### src/rtl/ov5640_cap_pkg.sv
// Shared types and widths for the OV5640 RGB565 capture stage.
//   RGB565_W : packed pixel width
//   CNT_W    : width of the per-line / per-frame statistics counters
//   SKIP_W   : width of the start-up frame skip counter
//   cap_state_e : capture FSM states
package ov5640_cap_pkg;

  localparam int unsigned RGB565_W = 16;
  localparam int unsigned CNT_W    = 12;
  localparam int unsigned SKIP_W   = 8;

  typedef enum logic [1:0] {
    WAIT_CFG = 2'd0,
    SKIP     = 2'd1,
    ACTIVE   = 2'd2
  } cap_state_e;

endpackage

### src/rtl/ov5640_byte_pack.sv
// Packs consecutive sensor bytes of a line into RGB565 pixels.
// Ports:
//   clk, rst_n : pixel clock, asynchronous active-low reset
//   href_r0    : registered line-valid
//   data_r0    : registered sensor byte
//   data       : last completed pixel {first byte, second byte}, held between strobes
//   clken      : one-cycle strobe when data carries a new pixel
module ov5640_byte_pack
  import ov5640_cap_pkg::*;
(
  input  logic                clk,
  input  logic                rst_n,
  input  logic                href_r0,
  input  logic [7:0]          data_r0,
  output logic [RGB565_W-1:0] data,
  output logic                clken
);

  logic                toggle_q, toggle_d;
  logic [7:0]          hi_q, hi_d;
  logic [RGB565_W-1:0] data_q, data_d;
  logic                clken_q, clken_d;

  always_comb begin
    toggle_d = toggle_q;
    hi_d     = hi_q;
    data_d   = data_q;
    clken_d  = 1'b0;
    if (href_r0) begin
      if (!toggle_q) begin
        hi_d     = data_r0;
        toggle_d = 1'b1;
      end else begin
        data_d   = {hi_q, data_r0};
        clken_d  = 1'b1;
        toggle_d = 1'b0;
      end
    end else begin
      // Every line restarts on a first byte; an odd trailing byte is dropped.
      toggle_d = 1'b0;
    end
  end

  always_ff @(posedge clk or negedge rst_n) begin
    if (!rst_n) begin
      toggle_q <= 1'b0;
      hi_q     <= '0;
      data_q   <= '0;
      clken_q  <= 1'b0;
    end else begin
      toggle_q <= toggle_d;
      hi_q     <= hi_d;
      data_q   <= data_d;
      clken_q  <= clken_d;
    end
  end

  assign data  = data_q;
  assign clken = clken_q;

endmodule

### src/rtl/ov5640_rgb565_capture.sv
// OV5640 DVP capture: after config_done, drops FRAME_SKIP frames, then emits whole frames of
// RGB565 pixels with vsync/href/clken aligned to the pixel data (2-cycle latency).
// Ports:
//   clk, rst_n        : sensor pixel clock, asynchronous active-low reset
//   config_done       : SCCB init finished (level)
//   cmos_vsync/href   : sensor frame / line valid
//   cmos_data         : sensor byte bus
//   cmos_frame_*      : gated, aligned vsync/href, pixel strobe and RGB565 pixel
// Optional build macro OV5640_CAPTURE_STATS_EN adds line_pix_cnt, frame_line_cnt,
// frame_cnt and a sticky frame_err geometry check against H_PIXELS x V_LINES.
module ov5640_rgb565_capture
  import ov5640_cap_pkg::*;
#(
  parameter int unsigned FRAME_SKIP = 10,
  parameter int unsigned H_PIXELS   = 800,
  parameter int unsigned V_LINES    = 480
) (
  input  logic                clk,
  input  logic                rst_n,
  input  logic                config_done,
  input  logic                cmos_vsync,
  input  logic                cmos_href,
  input  logic [7:0]          cmos_data,
  output logic                cmos_frame_vsync,
  output logic                cmos_frame_href,
  output logic                cmos_frame_clken,
  output logic [RGB565_W-1:0] cmos_frame_data
`ifdef OV5640_CAPTURE_STATS_EN
  ,
  output logic [CNT_W-1:0]    line_pix_cnt,
  output logic [CNT_W-1:0]    frame_line_cnt,
  output logic [7:0]          frame_cnt,
  output logic                frame_err
`endif
);

  localparam logic [SKIP_W-1:0] SkipTarget = SKIP_W'(FRAME_SKIP);

  if (FRAME_SKIP < 1 || FRAME_SKIP > 255 || H_PIXELS >= (1 << CNT_W) ||
      V_LINES >= (1 << CNT_W)) begin : gen_param_check
    $error("ov5640_rgb565_capture: parameter out of range");
  end

  // Input stage: r0 is the registered sensor bus, r1 one more cycle of delay.
  logic       vs_r0_q, vs_r1_q;
  logic       href_r0_q, href_r1_q;
  logic [7:0] data_r0_q;
  logic       vs_rise;

  always_ff @(posedge clk or negedge rst_n) begin
    if (!rst_n) begin
      vs_r0_q   <= 1'b0;
      vs_r1_q   <= 1'b0;
      href_r0_q <= 1'b0;
      href_r1_q <= 1'b0;
      data_r0_q <= '0;
    end else begin
      vs_r0_q   <= cmos_vsync;
      vs_r1_q   <= vs_r0_q;
      href_r0_q <= cmos_href;
      href_r1_q <= href_r0_q;
      data_r0_q <= cmos_data;
    end
  end

  assign vs_rise = vs_r0_q & ~vs_r1_q;

  // Capture FSM
  cap_state_e        state_q, state_d;
  logic [SKIP_W-1:0] skip_cnt_q, skip_cnt_d;
  logic              active;

  always_comb begin
    state_d    = state_q;
    skip_cnt_d = skip_cnt_q;
    if (!config_done) begin
      state_d    = WAIT_CFG;
      skip_cnt_d = '0;
    end else begin
      case (state_q)
        WAIT_CFG: begin
          state_d    = SKIP;
          skip_cnt_d = '0;
        end
        SKIP: begin
          // FRAME_SKIP frame starts are discarded; the next one opens the first output frame.
          if (vs_rise) begin
            if (skip_cnt_q == SkipTarget) begin
              state_d    = ACTIVE;
              skip_cnt_d = '0;
            end else begin
              skip_cnt_d = skip_cnt_q + 1'b1;
            end
          end
        end
        ACTIVE: state_d = ACTIVE;
        default: begin
          state_d    = WAIT_CFG;
          skip_cnt_d = '0;
        end
      endcase
    end
  end

  always_ff @(posedge clk or negedge rst_n) begin
    if (!rst_n) begin
      state_q    <= WAIT_CFG;
      skip_cnt_q <= '0;
    end else begin
      state_q    <= state_d;
      skip_cnt_q <= skip_cnt_d;
    end
  end

  assign active = (state_q == ACTIVE);

  // Pixel path
  logic [RGB565_W-1:0] pix_data;
  logic                pix_valid;

  ov5640_byte_pack u_byte_pack (
    .clk     (clk),
    .rst_n   (rst_n),
    .href_r0 (href_r0_q),
    .data_r0 (data_r0_q),
    .data    (pix_data),
    .clken   (pix_valid)
  );

  assign cmos_frame_vsync = vs_r1_q & active;
  assign cmos_frame_href  = href_r1_q & active;
  assign cmos_frame_clken = pix_valid & active;
  assign cmos_frame_data  = active ? pix_data : '0;

`ifdef OV5640_CAPTURE_STATS_EN
  localparam logic [CNT_W-1:0] HPixCmp  = CNT_W'(H_PIXELS);
  localparam logic [CNT_W-1:0] VLineCmp = CNT_W'(V_LINES);

  logic [CNT_W-1:0] line_pix_cnt_q, line_pix_cnt_d;
  logic [CNT_W-1:0] frame_line_cnt_q, frame_line_cnt_d;
  logic [7:0]       frame_cnt_q, frame_cnt_d;
  logic             frame_err_q, frame_err_d;
  logic             line_bad_q, line_bad_d;
  logic             href_fall;
  logic             entering;
  logic [CNT_W-1:0] line_len;

  assign href_fall = href_r1_q & ~href_r0_q;
  assign entering  = (state_q != ACTIVE) && (state_d == ACTIVE);
  // The last pixel of a line strobes in the same cycle the registered href falls.
  assign line_len  = line_pix_cnt_q + CNT_W'(pix_valid);

  always_comb begin
    line_pix_cnt_d   = line_pix_cnt_q;
    frame_line_cnt_d = frame_line_cnt_q;
    frame_cnt_d      = frame_cnt_q;
    frame_err_d      = frame_err_q;
    line_bad_d       = line_bad_q;
    if (active) begin
      if (pix_valid) line_pix_cnt_d = line_pix_cnt_q + 1'b1;
      if (href_fall) begin
        line_pix_cnt_d   = '0;
        frame_line_cnt_d = frame_line_cnt_q + 1'b1;
        if (line_len != HPixCmp) line_bad_d = 1'b1;
      end
      if (vs_rise) begin
        frame_cnt_d = frame_cnt_q + 1'b1;
        if (line_bad_q || (frame_line_cnt_q != VLineCmp)) frame_err_d = 1'b1;
        frame_line_cnt_d = '0;
        line_bad_d       = 1'b0;
      end
    end else if (entering) begin
      // Discard leftovers of an earlier aborted ACTIVE period.
      line_pix_cnt_d   = '0;
      frame_line_cnt_d = '0;
      line_bad_d       = 1'b0;
    end
  end

  always_ff @(posedge clk or negedge rst_n) begin
    if (!rst_n) begin
      line_pix_cnt_q   <= '0;
      frame_line_cnt_q <= '0;
      frame_cnt_q      <= '0;
      frame_err_q      <= 1'b0;
      line_bad_q       <= 1'b0;
    end else begin
      line_pix_cnt_q   <= line_pix_cnt_d;
      frame_line_cnt_q <= frame_line_cnt_d;
      frame_cnt_q      <= frame_cnt_d;
      frame_err_q      <= frame_err_d;
      line_bad_q       <= line_bad_d;
    end
  end

  assign line_pix_cnt   = line_pix_cnt_q;
  assign frame_line_cnt = frame_line_cnt_q;
  assign frame_cnt      = frame_cnt_q;
  assign frame_err      = frame_err_q;
`endif

endmodule

### config.mk
export PLATFORM = sky130hd
export DESIGN_NAME = ov5640_rgb565_capture
export DESIGN_NICKNAME = d
export VERILOG_FILES = /design/src/rtl/ov5640_cap_pkg.sv /design/src/rtl/ov5640_byte_pack.sv /design/src/rtl/ov5640_rgb565_capture.sv
export SDC_FILE = /design/constraint.sdc
export NUM_CORES = 1
export LEC_CHECK = 0
export BUFFER_PORTS_ARGS = -buffer_cell sky130_fd_sc_hd__buf_2
export CORE_MARGIN = 3
export CORE_UTILIZATION = 49
export DETAILED_ROUTE_END_ITERATION = 10
export PLACE_DENSITY = 0.68
export SETUP_SLACK_MARGIN = 0.05
export SKIP_LAST_GASP = 1
export SLEW_MARGIN = 20
export SYNTH_ARGS = -nofsm -noshare
export SYNTH_HDL_FRONTEND = slang
export SYNTH_SLANG_ARGS = --single-unit
### constraint.sdc
create_clock -name clk -period 2.2 [get_ports clk]
set_clock_uncertainty 0.1 [all_clocks]
set_input_delay 0.44 -clock clk [delete_from_list [all_inputs] [get_ports clk]]
set_output_delay 0.44 -clock clk [all_outputs]
set_load 0.02 [all_outputs]
==> key figures <==
Routing
  – DRC violations left: 0
  – DR WL/cell: 13.8 um
  – Routed WL: 3.24 mm
  – Via density: between 5 and 6
  – 1st-iter DRT viols: between 60 and 70
  – Drt pass-1 iters: 4
  – ANT nets after route: 0
  – Via Count: about 1,200

Power
  – Sw power: 0.713 mW
  – Internal Power: between 1.5 and 2 mW
  – Sw Ratio: 0.306
  – Sequential share of power: 0.463
  – PD cells: between 1000 and 1500 mW/mm^2
  – Worst vdd ir: between 500 and 600 uV
  – Clock power share: 0.272
  – Comb pwr share: 0.264
  – Leakage: between 1 and 1.5 nW

Placement
  – RD Place Congestion: just over 0.8
  – HPWL Detailed: around 2.3 mm
  – PortBufs: 31
  – Placed cell area: about 0.0022 mm^2

CTS
  – CTS tree: built
  – H-tree level count: 2
  – Worst-Skew Late Latency: approximately 300 ps
  – Worst-path clk slew: roughly 90 ps
  – # clock sinks: 48
  – Inserted Clock Buffers: 5
  – CTS Buffer Depth: 2
  – Clock root buffer master: clkbuf_8
  – Post-CTS setup buffer count: 0

Hold path
  – HP Start: cmos_data[1]
  – Tightest Hold Check Type: in2reg
  – Worst Hold Depth: 1

STA
  – RSZ-0062 raised after global routing: no
  – Final TNS setup: 0 ps
  – Achievable Freq: slightly above 500 MHz
  – Final cycle utilization of the critical path: 0.899
  – Setup violations, final: 0
  – Max-slew violations: 0
  – Crit path time final: approximately 2000 ps
  – Least-Margin Pin Slew: between 400 and 500 ps
  – Slew HR: 0.674
  – Hold Vio Cnt, Final: 0

Synthesis
  – Yosys warning count: 0
  – Seq/Total Area, Yosys: 0.611
  – Syn_nets: 165
  – Mapped Avg Cell Area: roughly 13 um^2
  – Largest area contributor in the netlist: dfrtp_1
  – Mapped Cells: 147
  – Register bit total from synthesis: 48
  – Synth unique cells: 29
  – Post-synthesis cell area: slightly below 0.002 mm^2
  – Synth top area cells: dfrtp_1, mux2_2, and2_1
  – Top cell type's share of synthesized area: 0.611

Setup path
  – Crit-path leading delay family: flip-flops
  – CP Buf/Inv Count: 2
  – FF-to-FF Start: state_q[0]$_DFFE_PN0P_
  – Worst setup EP type: primary output
  – Setup Crit Path Kind: reg2out
  – Slowest cell on the critical path: dfrtp_1
  – Critical Path RT: between 1500 and 2000 ps
  – Critical path arrival: approximately 1400 ps
  – Crit start category: flop
  – Critical path's largest stage delay: ~400 ps
  – Worst-path maximum fanout: 20
  – Crit path depth: 4
  – Crit-path cells: inv_1 -> ha_4 -> and2_1 -> buf_2
  – Critical path startpoint: state_q[0]$_DFFE_PN0P_
  – FF-to-FF path depth: 6

GRT
  – GRT overflow: 0
  – Vias in the first global route: 1,238
  – Initial antenna violation count: 0
  – Largest net degree at the start of global routing: 23
  – GR Util All Layers: 0.153
  – First-pass GRT wire length: 5.78 mm

Floorplan
  – Io pins: 32
  – Vert. Die Dim: 69.3 um
  – Core Area: about 0.0038 mm^2
  – Placement Rows: 22
  – Initial core utilization: 0.521
  – Horiz. Die Dim: ~69 um
  – DIE AREA: about 0.0048 mm^2

Cells and area
  – Diodes inserted: 0
  – Share of cells above drive strength 1: 0.387
  – Final instance area: between 0.002 and 0.0025 mm^2
  – Nets@finish: 203
  – Layout area overhead: 18.3%

Status
  – Status: complete, no violations

Job
  – Max Cap Viol: 0
## per-layer routing
layer	share of wire	GRT usage
met1	0.44	0.197
met2	0.49	0.235
met3	0.061	0.0565
met4	0.016	0.0586
met5	0	0
## registers in the layout, summed over array words and instances, names as in the netlist
register,cells
vs_r0_q,1
href_r0_q,1
u_byte_pack.toggle_q,1
data_r0_q,8
href_r1_q,1
u_byte_pack.clken,1
vs_r1_q,1
skip_cnt_q,8
state_q,2
u_byte_pack.hi_q,8
u_byte_pack.data,16
## final cells by class
cell class,count,area (um^2)
Fill cell,308,1450
Clock inverter,3,46.3
Timing Repair Buffer,36,195
Sequential cell,48,1200
Tap cell,48,60.1
Inverter,4,15.0
Multi-Input combinational cell,90,739
Clock buffer,5,68.8
## cells in the final DEF (no fill, tap or decap), types with 3 or more instances in the layout
cell | Yosys | layout
dfrtp_1 | 48 | 48
and2_1 | 20 | 20
o31ai_1 | 3 | 3
a21oi_1 | 4 | 4
mux2_2 | 24 | 24
o21ai_0 | 3 | 3
nand2_1 | 7 | 7
buf_4 | 0 | 4
ha_1 | 5 | 4
clkbuf_8 | 0 | 5
buf_2 | 3 | 31
inv_1 | 4 | 4
## power by group through the flow
stage	clock (mW)	combinational [mW]	sequential, mW
finish	0.634	0.616	1.08
global route	0.705	0.687	1.10
CTS	0.661	0.615	1.08
detailed placement	0	0.608	1.10
global placement	0	0.581	1.08
floorplan	0	0.438	1.07
## final timing paths
| path | to | slack, ps |
|---|---|---|
| setup / recovery | cmos_frame_data[11] | 220 |
| hold / removal | data_r0_q[1]$_DFF_PN0_ | 130 |
| setup reg to reg | skip_cnt_q[7]$_DFFE_PN0P_ | 370 |
| hold reg to reg | href_r1_q$_DFF_PN0_ | 290 |
| max in group asynchronous | u_byte_pack.data[11]$_DFFE_PN0P_ | 900 |
| min in group asynchronous | data_r0_q[7]$_DFF_PN0_ | 520 |
## Yosys cell counts
cell,instances
or3_1,2
nor4b_1,1
clkbuf_1,2
mux2i_1,2
nor2_1,1
nor2b_4,1
nand3_1,1
mux2_2,24
or4_1,2
and4bb_2,1
ha_1,5
a21oi_1,4
xor2_1,1
nand2_1,7
o31ai_1,3
nand4_1,2
o21bai_1,1
dfrtp_1,48
inv_1,4
a21o_2,1
buf_2,3
o21ai_0,3
o21ai_2,1
nor2b_1,1
and2_1,20
and2b_1,1
nor3_1,2
a21o_1,2
o2111ai_1,1
## worst register-to-register path, delay by kind of cell (launching register included)
kind            cells  cell delay, ps
fa+ha+maj           1             240
flops               1             360
simple gates        2             650
compound gates      2             320
buf+inv             1             100
## metrics by stage
step / hold WS (ps) / worst slack (ps) / util / total power [mW] / std cells
2_1_floorplan: 44.4 / 392 / - / 1.51 / 147
3_3_place_gp: 269 / 231 / 0.580 / 1.67 / 225
3_5_place_dp: 269 / 103 / 0.580 / 1.70 / 225
4_1_cts: 119 / 70.4 / 0.614 / 2.35 / 234
5_1_grt: 108 / 104 / 0.617 / 2.49 / 234
6_report: 132 / 223 / 0.617 / 2.33 / 234
## logic make-up (layout without fill, tap and decap cells)
family	count (synthesis)	in the layout	synth area share
simple gates	42	42	0.132
buf+inv	9	48	0.0191
mux	26	26	0.148
fa+ha+maj	5	5	0.0318
flops	48	48	0.611
compound gates	16	16	0.0541
xor+xnor	1	1	0.00446
## timing repair
item,in CTS,in global routing
endpoints found under the setup margin,19,19
endpoints found under the hold margin,20,0
hold buffers,1,0
resized for setup,1,1
No activity file was read; power rests on OpenSTA's default activity.
